### src/rtl/decode_pkg.sv
// Shared decode/execute definitions: opcodes, ID_EX bundle layout, helpers.
package decode_pkg;

  localparam logic [3:0] OP_ZERO = 4'h0;
  localparam logic [3:0] OP_ADD  = 4'h1;
  localparam logic [3:0] OP_SUB  = 4'h2;
  localparam logic [3:0] OP_LDI  = 4'h3;
  localparam logic [3:0] OP_SHL  = 4'h4;
  localparam logic [3:0] OP_SHR  = 4'h5;
  localparam logic [3:0] OP_AND  = 4'h6;
  localparam logic [3:0] OP_OR   = 4'h7;
  localparam logic [3:0] OP_XOR  = 4'h8;
  localparam logic [3:0] OP_BR   = 4'h9;
  localparam logic [3:0] OP_BNE  = 4'hA;
  localparam logic [3:0] OP_MOV  = 4'hB;
  localparam logic [3:0] OP_ADI  = 4'hC;
  localparam logic [3:0] OP_MUL  = 4'hD;
  localparam logic [3:0] OP_HLT  = 4'hE;
  localparam logic [3:0] OP_NOP  = 4'hF;

  // ID_EX bundle layout; execute slices the bundle with these same offsets.
  localparam int ID_EX_W         = 181;
  localparam int ID_EX_PC_LSB    = 0;
  localparam int ID_EX_RS_LSB    = 32;
  localparam int ID_EX_RT_LSB    = 64;
  localparam int ID_EX_RD_LSB    = 96;
  localparam int ID_EX_IMM_LSB   = 112;
  localparam int ID_EX_OP_LSB    = 160;
  localparam int ID_EX_OP_W      = 16;
  localparam int ID_EX_SHAMT_LSB = 176;

  // Bundle driven whenever no instruction is issued: everything zero, op NOP.
  localparam logic [ID_EX_W-1:0] ID_EX_IDLE = {5'd0, 16'h000F, 160'd0};

  typedef enum logic [0:0] {
    ST_RUN  = 1'b0,
    ST_HALT = 1'b1
  } dec_state_e;

  // True when the instruction updates a real (non-r0) destination register.
  function automatic logic is_writer(input logic [3:0] op, input logic [4:0] rd);
    logic wr_s;
    case (op)
      OP_ADD, OP_SUB, OP_LDI, OP_SHL, OP_SHR, OP_AND, OP_OR, OP_XOR,
      OP_MOV, OP_ADI, OP_MUL: wr_s = 1'b1;
      default:                wr_s = 1'b0;
    endcase
    return wr_s && (rd != 5'd0);
  endfunction

  // Assemble an ID_EX bundle; unused gaps stay zero.
  function automatic logic [ID_EX_W-1:0] pack_id_ex(
    input logic [31:0] pc,
    input logic [31:0] rs_val,
    input logic [31:0] rt_val,
    input logic [4:0]  rd,
    input logic [15:0] imm16,
    input logic [3:0]  op,
    input logic [4:0]  shamt
  );
    logic [ID_EX_W-1:0] b_s;
    b_s = {ID_EX_W{1'b0}};
    b_s[ID_EX_PC_LSB    +: 32]         = pc;
    b_s[ID_EX_RS_LSB    +: 32]         = rs_val;
    b_s[ID_EX_RT_LSB    +: 32]         = rt_val;
    b_s[ID_EX_RD_LSB    +: 5]          = rd;
    b_s[ID_EX_IMM_LSB   +: 16]         = imm16;
    b_s[ID_EX_OP_LSB    +: ID_EX_OP_W] = {12'h000, op};
    b_s[ID_EX_SHAMT_LSB +: 5]          = shamt;
    return b_s;
  endfunction

endpackage

### src/rtl/regfile_2r1w.sv
// Architectural register file: two async read ports with write-through, one sync write, r0 = 0.
module regfile_2r1w #(
  parameter int REG_COUNT = 32,
  parameter int DATA_W    = 32
) (
  input  logic              clock,
  input  logic              reset,
  input  logic              wr_en,
  input  logic [4:0]        wr_addr,
  input  logic [DATA_W-1:0] wr_data,
  input  logic [4:0]        rd_addr_a,
  output logic [DATA_W-1:0] rd_data_a,
  input  logic [4:0]        rd_addr_b,
  output logic [DATA_W-1:0] rd_data_b
);

  logic [DATA_W-1:0] regs_r [REG_COUNT];

  // Register storage; r0 is never written so it stays zero after reset.
  always_ff @(posedge clock) begin
    if (reset) begin
      for (int i = 0; i < REG_COUNT; i++) begin
        regs_r[i] <= {DATA_W{1'b0}};
      end
    end else if (wr_en && (wr_addr != 5'd0)) begin
      regs_r[wr_addr] <= wr_data;
    end
  end

  // Read ports: r0 forced to zero, same-cycle write forwarded.
  always_comb begin
    if (rd_addr_a == 5'd0) begin
      rd_data_a = {DATA_W{1'b0}};
    end else if (wr_en && (wr_addr == rd_addr_a)) begin
      rd_data_a = wr_data;
    end else begin
      rd_data_a = regs_r[rd_addr_a];
    end
    if (rd_addr_b == 5'd0) begin
      rd_data_b = {DATA_W{1'b0}};
    end else if (wr_en && (wr_addr == rd_addr_b)) begin
      rd_data_b = wr_data;
    end else begin
      rd_data_b = regs_r[rd_addr_b];
    end
  end

endmodule

### src/rtl/decode_stage.sv
// Decode/register-read stage: scoreboard hazard stall, local branch resolve, HLT latch.
module decode_stage
  import decode_pkg::*;
#(
  parameter int REG_COUNT        = 32,
  parameter int DATA_W           = 32,
  parameter int BNE_CHECK_HAZARD = 1
) (
  input  logic               clock,
  input  logic               reset,
  input  logic               if_valid,
  input  logic [31:0]        if_instr,
  input  logic [31:0]        if_pc,
  output logic               if_ready,
  input  logic               wb_en,
  input  logic [4:0]         wb_addr,
  input  logic [DATA_W-1:0]  wb_data,
  output logic [ID_EX_W-1:0] id_ex,
  output logic               id_valid,
  output logic               branch_taken,
  output logic [31:0]        branch_target,
  output logic               halted
);

  logic [3:0]           op_s;
  logic [3:0]           op_norm_s;
  logic [4:0]           rd_s;
  logic [4:0]           rs_s;
  logic [4:0]           rt_s;
  logic [4:0]           shamt_s;
  logic [15:0]          imm16_s;
  logic [31:0]          target_s;
  logic [DATA_W-1:0]    rs_val_s;
  logic [DATA_W-1:0]    rt_val_s;
  logic [REG_COUNT-1:0] pending_r;   // bit 0 is never set: r0 has no producer
  logic [REG_COUNT-1:0] pend_eff_s;
  logic [REG_COUNT-1:0] pend_next_s;
  logic                 writer_s;
  logic                 src_chk_s;
  logic                 hazard_s;
  logic                 if_ready_s;
  logic                 accept_s;
  dec_state_e           state_r;
  logic [ID_EX_W-1:0]   id_ex_r;
  logic                 id_valid_r;
  logic                 branch_taken_r;
  logic [31:0]          branch_target_r;
  logic                 halted_r;

  assign op_s      = if_instr[31:28];
  assign rd_s      = if_instr[27:23];
  assign rs_s      = if_instr[22:18];
  assign rt_s      = if_instr[17:13];
  assign shamt_s   = if_instr[4:0];
  assign imm16_s   = {{3{if_instr[12]}}, if_instr[12:0]};
  assign op_norm_s = (op_s == OP_ZERO) ? OP_NOP : op_s;
  assign target_s  = if_pc + {{16{imm16_s[15]}}, imm16_s};
  assign writer_s  = is_writer(op_s, rd_s);

  assign if_ready      = if_ready_s;
  assign id_ex         = id_ex_r;
  assign id_valid      = id_valid_r;
  assign branch_taken  = branch_taken_r;
  assign branch_target = branch_target_r;
  assign halted        = halted_r;

  regfile_2r1w #(
    .REG_COUNT (REG_COUNT),
    .DATA_W    (DATA_W)
  ) u_regfile (
    .clock     (clock),
    .reset     (reset),
    .wr_en     (wb_en),
    .wr_addr   (wb_addr),
    .wr_data   (wb_data),
    .rd_addr_a (rs_s),
    .rd_data_a (rs_val_s),
    .rd_addr_b (rt_s),
    .rd_data_b (rt_val_s)
  );

  // Hazard check against pending bits after this cycle's writeback clear.
  always_comb begin
    pend_eff_s = pending_r;
    if (wb_en) begin
      pend_eff_s[wb_addr] = 1'b0;
    end else begin
      pend_eff_s = pending_r;
    end
    src_chk_s  = (op_s != OP_BNE) || (BNE_CHECK_HAZARD != 32'sd0);
    hazard_s   = (src_chk_s && (pend_eff_s[rs_s] || pend_eff_s[rt_s])) ||
                 (writer_s && pend_eff_s[rd_s]);
    if_ready_s = (state_r == ST_RUN) && !hazard_s && !branch_taken_r && !reset;
    accept_s   = if_valid && if_ready_s;
  end

  // Scoreboard next state: a same-cycle issue re-sets a bit that writeback clears.
  always_comb begin
    pend_next_s = pend_eff_s;
    if (accept_s && writer_s) begin
      pend_next_s[rd_s] = 1'b1;
    end else begin
      pend_next_s = pend_eff_s;
    end
    pend_next_s[0] = 1'b0;
  end

  // Run/halt FSM with registered ID_EX, branch redirect and halt outputs.
  always_ff @(posedge clock) begin
    if (reset) begin
      state_r         <= ST_RUN;
      pending_r       <= {REG_COUNT{1'b0}};
      id_ex_r         <= ID_EX_IDLE;
      id_valid_r      <= 1'b0;
      branch_taken_r  <= 1'b0;
      branch_target_r <= 32'h0000_0000;
      halted_r        <= 1'b0;
    end else begin
      pending_r      <= pend_next_s;
      id_ex_r        <= ID_EX_IDLE;
      id_valid_r     <= 1'b0;
      branch_taken_r <= 1'b0;
      case (state_r)
        ST_RUN: begin
          if (accept_s) begin
            case (op_s)
              OP_HLT: begin
                state_r  <= ST_HALT;
                halted_r <= 1'b1;
              end
              OP_BR: begin
                id_valid_r      <= 1'b1;
                branch_taken_r  <= 1'b1;
                branch_target_r <= target_s;
              end
              OP_BNE: begin
                id_valid_r      <= 1'b1;
                branch_taken_r  <= (rs_val_s != rt_val_s);
                branch_target_r <= target_s;
              end
              default: begin
                id_valid_r <= 1'b1;
                id_ex_r    <= pack_id_ex(if_pc, rs_val_s, rt_val_s, rd_s,
                                         imm16_s, op_norm_s, shamt_s);
              end
            endcase
          end
        end
        ST_HALT: begin
          halted_r <= 1'b1;
        end
        default: begin
          state_r <= ST_RUN;
        end
      endcase
    end
  end

endmodule

### config.mk
export PLATFORM = sky130hd
export DESIGN_NAME = decode_stage
export DESIGN_NICKNAME = d
export VERILOG_FILES = /design/src/rtl/decode_pkg.sv /design/src/rtl/regfile_2r1w.sv /design/src/rtl/decode_stage.sv
export SDC_FILE = /design/constraint.sdc
export NUM_CORES = 2
export LEC_CHECK = 0
export ABC_CLOCK_PERIOD_IN_PS = 11300
export BUFFER_PORTS_ARGS = -buffer_cell sky130_fd_sc_hd__buf_2
export CAP_MARGIN = 20
export CORE_ASPECT_RATIO = 1.75
export CORE_MARGIN = 5
export CORE_UTILIZATION = 57
export CTS_CLUSTER_SIZE = 20
export DETAILED_ROUTE_END_ITERATION = 12
export HOLD_SLACK_MARGIN = 0.05
export PLACE_DENSITY = 0.75
export SYNTH_ARGS = -nofsm -noshare
export SYNTH_HDL_FRONTEND = slang
export SYNTH_SLANG_ARGS = --single-unit
### constraint.sdc
create_clock -name clock -period 11.3 [get_ports clock]
set_input_delay 0.565 -clock clock [delete_from_list [all_inputs] [get_ports clock]]
set_output_delay 0.565 -clock clock [all_outputs]
set_load 0.005 [all_outputs]
==> Word level (Yosys, flattened, before mapping) <==
Memory sizes are Yosys's and may differ from the RTL's.
Cells that the tools add are included.
{ "totals": {"register_bits": 249, "ramBits": 1024, "mem_count": 2, "mem_bits_ro": 16} }
{ "mem_list": {"columns": ["name", "words", "word_bits", "rd", "rd_clocked_by_memory_dff", "write_ports", "line", "text"], "rows": [
  ["u_regfile.regs_r", 32, 32, 2, 0, 32, "regfile_2r1w.sv:17", "logic [DATA_W-1:0] regs_r [REG_COUNT];"],
  ["(no name shown)", 16, 1, 1, 0, 0, "decode_pkg.sv:43", "case (op)"]
]} }
{ "op_classes": {"n_reduce_logical": 29, "n_addsub": 1, "bitwise": 5, "magnitude_cmp": 6, "n_eq_ne": 8, "n_mux": 32} }
{ "op_table": {"columns": ["operator", "count"], "rows": [
  ["$mux 32", 7],
  ["$add 32x32->32", 1],
  ["$and 32x32->32", 1],
  ["$ne 32x32->1", 1],
  ["$not 32->32", 1],
  ["$or 32x32->32", 1],
  ["$reduce_or 32->1", 1],
  ["$lt 5x6->1 const B", 4],
  ["$mux 1", 17],
  ["$bmux 1 s5", 3],
  ["$eq 4x4->1 const B", 3],
  ["$logic_and 1x1->1", 12],
  ["$demux 1 s5", 2],
  ["$eq 5x5->1", 2],
  ["$ge 5x1->1 const B", 2],
  ["$logic_not 5->1", 2],
  ["$reduce_bool 5->1", 2],
  ["$reduce_or 7->1", 1],
  ["$reduce_or 6->1", 1],
  ["$mux 5", 1],
  ["$logic_not 4->1", 1],
  ["$pmux 1 s2", 2],
  ["$logic_not 1->1", 3],
  ["$reduce_and 3->1", 1],
  ["other kinds (7)", 9]
]} }

==> Logic depth before layout (Yosys ltp) <==
{ "logic_depth": {"ltp_word": 18, "depth_mapped": 15, "ltp_nobuf": 13} }

==> Cells and area by module <==
From an unflattened synthesis, not the netlist that was laid out.
{ "hier_totals": {"hier_cells": 4852, "hier_area_um2": 64795.9} }
{ "modules_own_cells": {"columns": ["mod", "cells_per_inst", "instances", "area_per_inst_um2"], "rows": [
  ["regfile_2r1w", 3830, 1, 55185.4],
  ["decode_stage", 1022, 1, 9610.5]
]} }

==> Least setup slack after synthesis <==
No wires, ideal clock.
{ "synth_timing": {"path_type": "input to register", "from": "in wb_addr[3]", "to": "mem u_regfile.regs_r[10][0] (enable)", "required_ns": 10.834, "path_stages": 5, "n_path_buf": 3, "arrival_time_ns": 3.950, "setup_slack_ns": 6.885, "path_cell_list": "buf_2 buf_1 or3b_2 clkbuf_1 o21ai_0"} }
{ "synth_rtl": {"columns": ["item", "line", "text"], "rows": [
  ["from (decl)", "decode_stage.sv:16", "input logic [4:0] wb_addr,"],
  ["to (decl)", "regfile_2r1w.sv:17", null]
]} }

==> Final worst setup path <==
{ "layout_timing": {"from": "in if_instr[20]", "to": "reg branch_taken_r, in the netlist branch_taken"} }
{ "layout_via": {"elab_chain_len": 11} }
{ "layout_rtl": {"columns": ["item", "line", "text"], "rows": [
  ["from (decl)", "decode_stage.sv:12", "input logic [31:0] if_instr,"],
  ["branches (longest 11 deep; another with $mem_v2 32x32)", null, null],
  ["to (signal assigned)", "decode_stage.sv:138", "branch_taken_r <= (rs_val_s != rt_val_s);"],
  ["to (decl)", "decode_stage.sv:46", "logic branch_taken_r;"]
]} }
Parallel ways; which one is timed is not known. The select of a mux whose other input is x is not followed.
A chain may end at the register's enable or synchronous reset.

==> reports/qor.yml <==
status: "finished clean"
final_cell_mix: "1,049 x sky130_fd_sc_hd__and2_1, 1,024 x sky130_fd_sc_hd__edfxtp_1, 545 x sky130_fd_sc_hd__mux4_2"
power.sequential.fraction: 0.494
post_synth_and_or_nand_nor_area_fraction: 0.137
max-slew-margin-rel: 0.173
setup_viol: 0
holdBufCountCts: 29
finClkSkew_ps: 31.2
synthCells: 4534
detail_route.wirelength_um: 230000
clkLatencyLatePin_ps: 740
root_buffer: "sky130_fd_sc_hd__clkbuf_16"
synthArstFlopShare: 0
finalHoldViolCount: 0
rsz_0062_raised_after_global_routing: "false"
via_count_of_the_routed_design: 45100
worst-endpoint-required_ps: 11880
wl_per_cell_um: 36.8
placeableCoreArea_um2: 111000
synth.area.mux_share: 0.216
rows: 162
synth_warnings: 0
cellInternalPower_w: 0.00778
synthAdderAreaFrac: 0.00698
max_slew.worst_pin.slew_ps: 1210
global_route.overflow_total: 0
vdd_ir_drop_max_uv: 103
count_of_buffers_added_by_post_cts_timing_repair_for_setup: 0
syn-cell-area_um2: 63800
dp_hpwl_um: 134000
ctsLongestPathBuffers: 3
clock_buffers_created_by_tritoncts: 108
die_height_um: 453
p_leak_nw: 25.1
global_route_wire_length_before_repair_um: 321000
initial_antenna_violation_count: 28
number_of_h_tree_levels: 3
syn2layout_area_growth_pct: 10.7
pwr-share-comb: 0.137
port-buffer-count: 266
drtAntennaViolNets: 0
startpoint_type: "input pin"
postSynth.topFlopCell: "sky130_fd_sc_hd__edfxtp_1"
fin_util: 0.635
hold_path_class: "in2reg"
synth-xor-area-share: 0.00947
via_per_inst: 7.23
synth_compound_area_frac: 0.0521
synth_top_family_by_area: "multiplexers"
remaining_drc_errors: 0
synth_cell_types: 83
post_cts_gate_resize_count: 0
power_frac_clock: 0.369
synth_sequential_area_ratio: 0.540
data_arrival_time_at_the_worst_slack_endpoint_ps: 6240
clkTransAtPathRegs_ps: 70
first_global_vias: 44500
fp.dieArea_um2: 119000
count_of_final_max_slew_check_failures: 0
cts.sink_count: 1209
multi_input_comb_area_um2: 27900
net-switching-power_w: 0.00272
final.period_utilization: 0.500
totalNegativeSetupSlack_ps: 0
timing.critical_path.fanout_max: 28
fillCellCount: 7890
grt_start_max_net_pins: 122
cts_tree: "built"
swShare: 0.259
fp.dieW_um: 263
worst-setup-path-type: "in2reg"
ys_ff_latch: 1209
drt-initial-drc-count: 7900
drive_gt1_frac: 0.260
floorplan.io_pins: 322
floorplan.initialDensity: 0.573
syn-mean-instance-area_um2: 14.1
worstSetupEndpointType: "flop"
fmax_mhz: 177
place.gp.congestion: 0.958
drt-pass1-iter-count: 9
track_usage: 0.378
power_density_nw_per_um2: 149
post_synth_edffs: 1024
layout.nets: 4788
min_period_ps: 5650
cap_viol_max_count: 0
final_common_cell: "sky130_fd_sc_hd__and2_1"
layout.area.seq_um2: 34500
[worst max-delay path, cell delays in order]
cell and delay [ps]:
sky130_fd_sc_hd__buf_2 90, sky130_fd_sc_hd__buf_4 400, sky130_fd_sc_hd__buf_4 590, sky130_fd_sc_hd__xor2_1 130, sky130_fd_sc_hd__or4_1 640, sky130_fd_sc_hd__or2_0 590, sky130_fd_sc_hd__nor2_4 660, sky130_fd_sc_hd__buf_4 410
sky130_fd_sc_hd__a21oi_1 150, sky130_fd_sc_hd__xor2_1 200, sky130_fd_sc_hd__a2111oi_0 1050, sky130_fd_sc_hd__buf_4 260, sky130_fd_sc_hd__nand3_1 70, sky130_fd_sc_hd__nor4_1 280, sky130_fd_sc_hd__a31oi_1 120
[state kept, by name, summed over array words and instances (netlist names)]
register / count
branch_taken: 1
halted: 1
id_valid: 1
u_regfile.regs_r: 1024
state_r: 1
pending_r: 31
branch_target: 32
id_ex: 118
[synthesized netlist by cell type, drive strengths merged, types with 9 or more instances]
cell,n,area [µm²]
a2111oi,11,96.3
a211oi,27,203
a21o,17,128
a21oi,71,355
a221oi,12,105
a22oi,88,661
a32oi,14,123
and2,1049,6560
buf,197,1200
clkbuf,298,1120
dfxtp,185,3700
edfxtp,1024,30700
ha,34,425
inv,28,105
mux2,25,282
mux2i,123,1230
mux4,545,12300
nand2,93,352
nand2b,23,144
nand3,36,180
nand4,9,56.3
nor2,185,707
nor2b,20,125
nor3,35,175
o211ai,26,195
o21ai,92,460
o22ai,63,394
o311ai,11,96.4
or3,11,68.8
xnor2,43,377
xor2,26,228
[power groups by stage]
stage / Sequential (W) / Clock (W) / Combinational [W]
4_1_cts: 0.00518 / 0.00387 / 0.00138
5_1_grt: 0.00520 / 0.00404 / 0.00147
6_report: 0.00519 / 0.00387 / 0.00144
3_3_place_gp: 0.00525 / 0 / 0.00136
2_1_floorplan: 0.00524 / 0 / 0.000888
3_5_place_dp: 0.00527 / 0 / 0.00137
[area by class of cell]
cell class,count,share of cell area
Multi-Input combinational cell,2887,0.394
Tap cell,1476,0.0261
Clock inverter,54,0.00677
Clock buffer,145,0.0453
Sequential cell,1209,0.488
Antenna cell,29,0.00103
Inverter,29,0.00158
Timing Repair Buffer,413,0.0370
[layer usage]
layer	GRT usage	up-vias	share of wire
met5	0	-	0.00026
met4	0.301	8	0.099
met3	0.123	1223	0.14
met2	0.590	4348	0.46
met1	0.430	22200	0.30
li1	-	17300	-
[final timing paths]
path / startpoint / to / slack (ps) / cells after the start
worst max-delay path: if_instr[20] / branch_taken / 5650 / 15
worst min register to register: halted / halted / 450 / 2
worst max register to register: u_regfile.regs_r[6][21] / branch_taken / 7210 / 11
worst min-delay path: if_pc[26] / id_ex[26] / 90 / 2
[stage by stage]
| step | hold WS [ps] | power [W] | instance area [µm²] | setup slack (ps) | cells |
|---|---|---|---|---|---|
| after floorplan | 442 | 0.00612 | 64100 | 6880 | 4620 |
| after global placement | 432 | 0.00661 | 66600 | 5380 | 5982 |
| after detailed placement | 445 | 0.00664 | 66600 | 5360 | 5983 |
| after CTS | 54.0 | 0.0104 | 70500 | 6110 | 6211 |
| after global routing | 80.1 | 0.0107 | 70600 | 5820 | 6217 |
| final | 90.5 | 0.0105 | 70600 | 5650 | 6242 |
[kinds of logic (layout without fill, tap and decap cells)]
group	count (synthesis)	after routing
and+or+nand+nor	1510	1510
xor gates and xnor gates	69	69
adders and majority gates	35	35
muxes	693	693
other	1	116
AOI/OAI and AO/OA	493	493
buffers and inverters	524	641
DFF	1209	1209
No activity file was read; power rests on OpenSTA's default activity.
